===== src/rtl/regfile_pkg.sv =====
// Shared widths and the writeback entry type for the 8x16 register file write path.
package regfile_pkg;
  localparam int DATA_W   = 16;
  localparam int ADDR_W   = 3;
  localparam int NUM_REGS = 8;
  localparam logic [ADDR_W-1:0] ZERO_REG = '0;

  typedef struct packed {
    logic [ADDR_W-1:0] addr;
    logic [DATA_W-1:0] data;
  } wb_entry_t;
endpackage


===== src/rtl/reg_writeback_unit_if.sv =====
// Producer handshakes, register file write port, decode lookups and occupancy.
interface reg_writeback_unit_if #(parameter int DEPTH = 4);
  import regfile_pkg::*;
  localparam int CNT_W = $clog2(DEPTH) + 1;

  logic              Alu_valid;
  logic [ADDR_W-1:0] Alu_address;
  logic [DATA_W-1:0] Alu_data;
  logic              Alu_ready;
  logic              Mem_valid;
  logic [ADDR_W-1:0] Mem_address;
  logic [DATA_W-1:0] Mem_data;
  logic              Mem_ready;
  logic              Wb_hold;
  logic              Reg_Write;
  logic [ADDR_W-1:0] Reg_input_address;
  logic [DATA_W-1:0] Reg_input_data;
  logic [ADDR_W-1:0] Lookup_address1;
  logic [ADDR_W-1:0] Lookup_address2;
  logic [ADDR_W-1:0] Lookup_address3;
  logic              Pending1;
  logic              Pending2;
  logic              Pending3;
  logic [DATA_W-1:0] Fwd_data1;
  logic [DATA_W-1:0] Fwd_data2;
  logic [DATA_W-1:0] Fwd_data3;
  logic [CNT_W-1:0]  Count;

  modport slave (
    input  Alu_valid, Alu_address, Alu_data, Mem_valid, Mem_address, Mem_data, Wb_hold,
           Lookup_address1, Lookup_address2, Lookup_address3,
    output Alu_ready, Mem_ready, Reg_Write, Reg_input_address, Reg_input_data,
           Pending1, Pending2, Pending3, Fwd_data1, Fwd_data2, Fwd_data3, Count
  );

  modport master (
    output Alu_valid, Alu_address, Alu_data, Mem_valid, Mem_address, Mem_data, Wb_hold,
           Lookup_address1, Lookup_address2, Lookup_address3,
    input  Alu_ready, Mem_ready, Reg_Write, Reg_input_address, Reg_input_data,
           Pending1, Pending2, Pending3, Fwd_data1, Fwd_data2, Fwd_data3, Count
  );
endinterface


===== src/rtl/reg_writeback_unit_wb_fifo.sv =====
// In-order writeback queue; push ignored when full, pop ignored when empty.
// Exposes entries in age order (index 0 = oldest) so lookups can pick the youngest match.
module wb_fifo
  import regfile_pkg::*;
#(
  parameter int DEPTH = 4,
  localparam int PTR_W = $clog2(DEPTH),
  localparam int CNT_W = PTR_W + 1
) (
  input  logic             clk_i,
  input  logic             rst_i,
  input  logic             push_i,
  input  wb_entry_t        push_entry_i,
  input  logic             pop_i,
  output wb_entry_t        head_o,
  output logic [CNT_W-1:0] count_o,
  output logic             full_o,
  output logic             empty_o,
  output wb_entry_t        age_entry_o [DEPTH],
  output logic [DEPTH-1:0] age_vld_o
);
  wb_entry_t        mem_q [DEPTH];
  logic [PTR_W-1:0] rd_ptr_q, rd_ptr_d;
  logic [PTR_W-1:0] wr_ptr_q, wr_ptr_d;
  logic [CNT_W-1:0] count_q, count_d;
  logic             do_push, do_pop;

  assign full_o  = (count_q == CNT_W'(DEPTH));
  assign empty_o = (count_q == '0);
  assign do_push = push_i & ~full_o;
  assign do_pop  = pop_i & ~empty_o;
  assign head_o  = mem_q[rd_ptr_q];
  assign count_o = count_q;

  always_comb begin
    rd_ptr_d = rd_ptr_q + PTR_W'(do_pop);
    wr_ptr_d = wr_ptr_q + PTR_W'(do_push);
    count_d  = count_q + CNT_W'(do_push) - CNT_W'(do_pop);
  end

  always_ff @(posedge clk_i) begin
    if (rst_i) begin
      rd_ptr_q <= '0;
      wr_ptr_q <= '0;
      count_q  <= '0;
      for (int i = 0; i < DEPTH; i++) mem_q[i] <= '0;
    end else begin
      rd_ptr_q <= rd_ptr_d;
      wr_ptr_q <= wr_ptr_d;
      count_q  <= count_d;
      if (do_push) mem_q[wr_ptr_q] <= push_entry_i;
    end
  end

  for (genvar i = 0; i < DEPTH; i++) begin : g_age
    assign age_entry_o[i] = mem_q[rd_ptr_q + PTR_W'(i)];
    assign age_vld_o[i]   = (CNT_W'(i) < count_q);
  end
endmodule


===== src/rtl/reg_writeback_unit.sv =====
// Arbitrates ALU/load writebacks into a FIFO and drains one per cycle to the regfile (1-cycle registered write stage).
// Readies drop when full or in reset; memory wins ties; Wb_hold stalls draining without blocking pushes.
module reg_writeback_unit
  import regfile_pkg::*;
#(
  parameter int DEPTH = 4,
  localparam int CNT_W = $clog2(DEPTH) + 1
) (
  input logic CLK,
  input logic Reset,
  reg_writeback_unit_if.slave bus
);
  wb_entry_t         push_entry, head;
  wb_entry_t         age_entry [DEPTH];
  logic [DEPTH-1:0]  age_vld;
  logic [CNT_W-1:0]  count;
  logic              full, empty;
  logic              mem_xfer, alu_xfer, push, pop;
  logic              wr_q, wr_d;
  logic [ADDR_W-1:0] waddr_q, waddr_d;
  logic [DATA_W-1:0] wdata_q, wdata_d;
  logic [ADDR_W-1:0] lk_addr [3];
  logic              pend [3];
  logic [DATA_W-1:0] fwd [3];

  assign bus.Mem_ready = ~Reset & ~full;
  assign bus.Alu_ready = ~Reset & ~full & ~bus.Mem_valid;
  assign mem_xfer      = bus.Mem_valid & bus.Mem_ready;
  assign alu_xfer      = bus.Alu_valid & bus.Alu_ready;

  // r0 writes finish the handshake but are dropped here since r0 is hardwired zero.
  always_comb begin
    push_entry = '{addr: bus.Alu_address, data: bus.Alu_data};
    push       = alu_xfer & (bus.Alu_address != ZERO_REG);
    if (mem_xfer) begin
      push_entry = '{addr: bus.Mem_address, data: bus.Mem_data};
      push       = bus.Mem_address != ZERO_REG;
    end
  end

  assign pop = ~empty & ~bus.Wb_hold;

  wb_fifo #(.DEPTH(DEPTH)) u_fifo (
    .clk_i        (CLK),
    .rst_i        (Reset),
    .push_i       (push),
    .push_entry_i (push_entry),
    .pop_i        (pop),
    .head_o       (head),
    .count_o      (count),
    .full_o       (full),
    .empty_o      (empty),
    .age_entry_o  (age_entry),
    .age_vld_o    (age_vld)
  );

  assign bus.Count = count;

  always_comb begin
    wr_d    = 1'b0;
    waddr_d = waddr_q;
    wdata_d = wdata_q;
    if (pop) begin
      wr_d    = 1'b1;
      waddr_d = head.addr;
      wdata_d = head.data;
    end
  end

  always_ff @(posedge CLK) begin
    if (Reset) begin
      wr_q    <= 1'b0;
      waddr_q <= '0;
      wdata_q <= '0;
    end else begin
      wr_q    <= wr_d;
      waddr_q <= waddr_d;
      wdata_q <= wdata_d;
    end
  end

  assign bus.Reg_Write         = wr_q;
  assign bus.Reg_input_address = waddr_q;
  assign bus.Reg_input_data    = wdata_q;

  assign lk_addr[0] = bus.Lookup_address1;
  assign lk_addr[1] = bus.Lookup_address2;
  assign lk_addr[2] = bus.Lookup_address3;

  // Scan oldest to newest so later (younger) matches overwrite earlier ones.
  always_comb begin
    for (int k = 0; k < 3; k++) begin
      pend[k] = 1'b0;
      fwd[k]  = '0;
      if (lk_addr[k] != ZERO_REG) begin
        if (wr_q && (waddr_q == lk_addr[k])) begin
          pend[k] = 1'b1;
          fwd[k]  = wdata_q;
        end
        for (int i = 0; i < DEPTH; i++) begin
          if (age_vld[i] && (age_entry[i].addr == lk_addr[k])) begin
            pend[k] = 1'b1;
            fwd[k]  = age_entry[i].data;
          end
        end
      end
    end
  end

  assign bus.Pending1  = pend[0];
  assign bus.Pending2  = pend[1];
  assign bus.Pending3  = pend[2];
  assign bus.Fwd_data1 = fwd[0];
  assign bus.Fwd_data2 = fwd[1];
  assign bus.Fwd_data3 = fwd[2];
endmodule

===== src/flat_wrapper.sv =====
// flat-port wrapper written by rule: the top's interface ports become plain ports
module reg_writeback_unit_flat import regfile_pkg::*;
#(
  parameter int DEPTH = 4,
  localparam int CNT_W = $clog2(DEPTH) + 1
)
  (CLK, Reset, bus_Alu_valid, bus_Alu_address, bus_Alu_data, bus_Mem_valid, bus_Mem_address, bus_Mem_data, bus_Wb_hold, bus_Lookup_address1, bus_Lookup_address2, bus_Lookup_address3, bus_Alu_ready, bus_Mem_ready, bus_Reg_Write, bus_Reg_input_address, bus_Reg_input_data, bus_Pending1, bus_Pending2, bus_Pending3, bus_Fwd_data1, bus_Fwd_data2, bus_Fwd_data3, bus_Count);
  reg_writeback_unit_if #(.DEPTH(DEPTH)) bus_i ();
  input logic CLK;
  input logic Reset;
  input wire logic [$bits(bus_i.Alu_valid)-1:0] bus_Alu_valid;
  input wire logic [$bits(bus_i.Alu_address)-1:0] bus_Alu_address;
  input wire logic [$bits(bus_i.Alu_data)-1:0] bus_Alu_data;
  input wire logic [$bits(bus_i.Mem_valid)-1:0] bus_Mem_valid;
  input wire logic [$bits(bus_i.Mem_address)-1:0] bus_Mem_address;
  input wire logic [$bits(bus_i.Mem_data)-1:0] bus_Mem_data;
  input wire logic [$bits(bus_i.Wb_hold)-1:0] bus_Wb_hold;
  input wire logic [$bits(bus_i.Lookup_address1)-1:0] bus_Lookup_address1;
  input wire logic [$bits(bus_i.Lookup_address2)-1:0] bus_Lookup_address2;
  input wire logic [$bits(bus_i.Lookup_address3)-1:0] bus_Lookup_address3;
  output wire logic [$bits(bus_i.Alu_ready)-1:0] bus_Alu_ready;
  output wire logic [$bits(bus_i.Mem_ready)-1:0] bus_Mem_ready;
  output wire logic [$bits(bus_i.Reg_Write)-1:0] bus_Reg_Write;
  output wire logic [$bits(bus_i.Reg_input_address)-1:0] bus_Reg_input_address;
  output wire logic [$bits(bus_i.Reg_input_data)-1:0] bus_Reg_input_data;
  output wire logic [$bits(bus_i.Pending1)-1:0] bus_Pending1;
  output wire logic [$bits(bus_i.Pending2)-1:0] bus_Pending2;
  output wire logic [$bits(bus_i.Pending3)-1:0] bus_Pending3;
  output wire logic [$bits(bus_i.Fwd_data1)-1:0] bus_Fwd_data1;
  output wire logic [$bits(bus_i.Fwd_data2)-1:0] bus_Fwd_data2;
  output wire logic [$bits(bus_i.Fwd_data3)-1:0] bus_Fwd_data3;
  output wire logic [$bits(bus_i.Count)-1:0] bus_Count;
  assign bus_i.Alu_valid = bus_Alu_valid;
  assign bus_i.Alu_address = bus_Alu_address;
  assign bus_i.Alu_data = bus_Alu_data;
  assign bus_i.Mem_valid = bus_Mem_valid;
  assign bus_i.Mem_address = bus_Mem_address;
  assign bus_i.Mem_data = bus_Mem_data;
  assign bus_i.Wb_hold = bus_Wb_hold;
  assign bus_i.Lookup_address1 = bus_Lookup_address1;
  assign bus_i.Lookup_address2 = bus_Lookup_address2;
  assign bus_i.Lookup_address3 = bus_Lookup_address3;
  assign bus_Alu_ready = bus_i.Alu_ready;
  assign bus_Mem_ready = bus_i.Mem_ready;
  assign bus_Reg_Write = bus_i.Reg_Write;
  assign bus_Reg_input_address = bus_i.Reg_input_address;
  assign bus_Reg_input_data = bus_i.Reg_input_data;
  assign bus_Pending1 = bus_i.Pending1;
  assign bus_Pending2 = bus_i.Pending2;
  assign bus_Pending3 = bus_i.Pending3;
  assign bus_Fwd_data1 = bus_i.Fwd_data1;
  assign bus_Fwd_data2 = bus_i.Fwd_data2;
  assign bus_Fwd_data3 = bus_i.Fwd_data3;
  assign bus_Count = bus_i.Count;
  reg_writeback_unit #(.DEPTH(DEPTH)) u_core (.CLK(CLK), .Reset(Reset), .bus(bus_i));
endmodule

===== config.mk =====
export PLATFORM = sky130hd
export DESIGN_NAME = reg_writeback_unit_flat
export DESIGN_NICKNAME = d
export VERILOG_FILES = /design/src/rtl/regfile_pkg.sv /design/src/rtl/reg_writeback_unit_if.sv /design/src/rtl/reg_writeback_unit_wb_fifo.sv /design/src/rtl/reg_writeback_unit.sv /design/src/flat_wrapper.sv
export SDC_FILE = /design/constraint.sdc
export NUM_CORES = 1
export LEC_CHECK = 0
export BUFFER_PORTS_ARGS = -buffer_cell sky130_fd_sc_hd__buf_4
export CORE_ASPECT_RATIO = 0.6
export CORE_MARGIN = 2
export CORE_UTILIZATION = 41
export CTS_BUF_LIST = sky130_fd_sc_hd__clkbuf_8
export DETAILED_ROUTE_END_ITERATION = 8
export PLACE_DENSITY = 0.63
export REMOVE_ABC_BUFFERS = 1
export SLEW_MARGIN = 30
export SYNTH_ARGS = -nofsm -noshare
export SYNTH_HDL_FRONTEND = slang
export SYNTH_HIERARCHICAL = 1
export SYNTH_SLANG_ARGS = --single-unit
export TNS_END_PERCENT = 1

===== constraint.sdc =====
create_clock -name CLK -period 3.6 [get_ports CLK]
set_input_delay 0.54 -clock CLK [delete_from_list [all_inputs] [get_ports CLK]]
set_output_delay 0.54 -clock CLK [all_outputs]
set_load 0.05 [all_outputs]

==> results.cfg <==
[outcome]
outcome = complete, but fails checks
violations = setup timing

[floorplanning]
fp.dieH_microns = 121
std_cell_rows = 42
die_area_sq_um = 24000
core_sq_um = 22200
ios = 128
die_x_microns = 199
start_util = 0.421

[timing]
rsz0062_at_grt = true
fin_setup_tns_ns = -0.215
tightest_slew_ns = 0.913
slew_headroom = 0.391
drv_slew = 0
max_freq_mhz = 273
min_period_ns = 3.66
final_hold_viol_count = 0
setup_ws_ns = -0.0648
setup_viol = 5
min_period_over_period = 1.02
final.setup_skew_ns = 0.0142

[global_routing]
grt_pass1_wl_microns = 52200
grt_max_degree = 36
grt_pass1_vias = 8420
gr-usage-all-layers = 0.294
grt_overflow = 0
antenna_found_initial = 0

[placed_design]
gp_congestion = 0.986
post-place-ws_ns = 0.268
dp_hpwl_microns = 23500
numPortBuffers = 127
place_inst = 1383
dpl-instance-area_sq_um = 10500

[clock_tree]
cts-hold-fix-buffers = 0
cts_buffer_depth = 2
clk_latency_ns = 0.40
cts_tree = done
ctsHtreeMaxLevel = 3
cts_inserted_buffers = 9
cts.sinks = 103
path_clk_slew_ns = 0.10
root_buffer = clkbuf_8

[critical_path]
path_max_fanout = 17
worstPathRequired_ns = 3.06
arrival_ns = 3.12
crit_path_end_kind = output pin
crit_path_start_kind = flop
worstSetupPathType = flop to output pin

[min_path]
hold_path_class = flop to flop

[route]
dr.pass1.iters = 9
dr.first_iter.drc_count = 1401
post-route-drc-count = 0
postRouteAntennaNets = 0
via_per_inst = 6.53
vias = 9203
wl_per_cell_microns = 24.9
drt_wl_total_microns = 35200

[synthesis]
async_flop_share = 0
synth-edff-count = 76
ys_seq_area_frac = 0.302
ys.flop_type = edfxtp_1
ys_seq_elements = 103
netlist_area_sq_um = 9330
avgSynthCellArea_sq_um = 9.17
syn_inst = 1018
yosysUniqueCellTypes = 41
ys_warn_count = 6

[layout]
drive_above_1_share = 0.299
fill_cells = 2081
n_antenna_cell = 0
fin_area_sq_um = 10900
nets = 1155
finish.utilization = 0.493
syn2layout_area_growth_pct = 17.1
fin_cells = 1410

[power]
p_per_area_nw_per_um2 = 554
p_leak_nw = 3.91
irDropWorstVdd_mv = 0.251

[job]
cap_violations = 0
-- what timing repair did --
item                                    CTS  global route
endpoints found under the setup margin   51            51
pin swaps                                 3            23
setup buffers                             4             8
endpoints found under the hold margin     0             0
gates resized for setup                   9            45
-- routing by layer --
metal  share of wire  wire, microns  vias up  global-route usage
li1                -              -     3960                   -
met1            0.42          14700     4380               0.437
met2            0.39          13900      773               0.394
met3            0.16           5620       90               0.109
met4           0.027            936        0              0.0816
met5               0              0        -             0.00871
-- power by group --
group	leakage, nW	internal, mW	total (mW)	switching [mW]
Combinational	2.81	1.29	3.77	2.49
Clock	0.0915	0.236	0.663	0.428
Sequential	1.01	1.42	1.61	0.192
Total	3.91	2.94	6.05	3.10
-- worst max-delay path: stages, from the launching register on --
cell	delay, ns
edfxtp_1	0.46
mux4_2	0.57
xor2_1	0.22
or4b_4	0.57
buf_8	0.18
o21ai_0	0.08
o21ai_0	0.12
a31oi_1	0.26
buf_4	0.25
-- cell usage in the layout (no fill, tap or decap), types with 2 or more instances in the layout --
master,instances
inv_1,10
nand4_1,54
edfxtp_1,76
dfxtp_4,2
or3_1,3
buf_6,11
o31ai_1,2
xnor2_1,35
nand2b_1,4
nor2_1,55
and2_1,93
nand3_1,51
and3_1,3
dfxtp_1,25
nor2b_1,19
o21ai_0,112
a31oi_2,9
nor3_2,3
or2_2,3
mux2_2,19
xor2_1,12
nand2_1,59
clkbuf_8,9
or4b_4,3
ha_1,4
a31oi_1,39
nor3_1,5
o311ai_0,2
a21boi_0,2
xnor2_2,2
buf_8,6
buf_4,176
and4_1,6
o21ai_1,32
a21oi_1,67
mux4_2,76
-- state kept, by name, summed over array words and instances, names as in the netlist --
name,cells
u_core/bus.Reg_input_data,16
u_core/bus.Reg_Write,1
u_core/u_fifo/wr_ptr_q,2
u_core/u_fifo/count_o,3
u_core/u_fifo/mem_q,76
u_core/bus.Reg_input_address,3
u_core/u_fifo/rd_ptr_q,2
-- area by class of cell --
cell class | count | area, sq um | area share
Timing Repair Buffer | 194 | 1560 | 0.142
Clock inverter | 6 | 23.8 | 0.00218
Tap cell | 308 | 385 | 0.0353
Sequential cell | 103 | 2830 | 0.259
Clock buffer | 9 | 124 | 0.0113
Inverter | 6 | 22.5 | 0.00206
Multi-Input combinational cell | 784 | 5990 | 0.548
-- cell families after synthesis --
family	after synthesis	synth area share
flops	103	0.302
buf+inv	131	0.0715
compound gates	269	0.154
mux	95	0.206
simple gates	365	0.212
xor+xnor	50	0.0469
fa+ha+maj	5	0.00751
-- synth_stat cells, types with 2 or more instances --
master,instances,share of area
xor2_1,12,0.011
ha_1,4,0.0054
a21boi_0,3,0.0024
buf_2,30,0.016
and2_1,93,0.062
nand2b_1,4,0.0027
nor3_1,8,0.0043
dfxtp_1,27,0.058
o21ai_0,127,0.068
or2_2,3,0.0020
buf_6,6,0.0072
or4b_1,3,0.0032
o21ai_1,17,0.0091
or3_1,3,0.0020
xnor2_1,38,0.036
mux2_2,19,0.023
buf_4,24,0.019
o31ai_1,2,0.0016
o311ai_0,2,0.0019
inv_1,6,0.0024
a21oi_1,68,0.036
nor2b_1,19,0.013
clkbuf_2,2,0.0011
and4_1,6,0.0056
nand4_1,54,0.036
nand3_1,51,0.027
mux4_2,76,0.18
edfxtp_1,76,0.24
nand2_1,59,0.024
a31oi_1,48,0.032
and3_1,3,0.0020
nor2_1,55,0.022
clkbuf_1,62,0.025
-- metrics by stage --
| stage | power, mW | hold WS [ns] |
|---|---|---|
| after global placement | 5.17 | 0.468 |
| final | 6.05 | 0.496 |
| after floorplan | 3.91 | 0.523 |
| after CTS | 5.87 | 0.493 |
| after global routing | 6.29 | 0.512 |
| after detailed placement | 5.19 | 0.475 |
-- worst paths after layout --
check                               start  slack [ns]                      endpoint  cells past startpoint
min          u_core/bus.Reg_input_data[3]        0.50  u_core/bus.Reg_input_data[3]                      2
min reg2reg  u_core/bus.Reg_input_data[3]        0.50  u_core/bus.Reg_input_data[3]                      2
max            u_core/u_fifo/mem_q[0][17]       -0.06              bus_Fwd_data2[5]                      8
max reg2reg      u_core/u_fifo/count_o[2]        0.77      u_core/u_fifo/count_o[2]                     12
(Power assumes the default switching activity.)
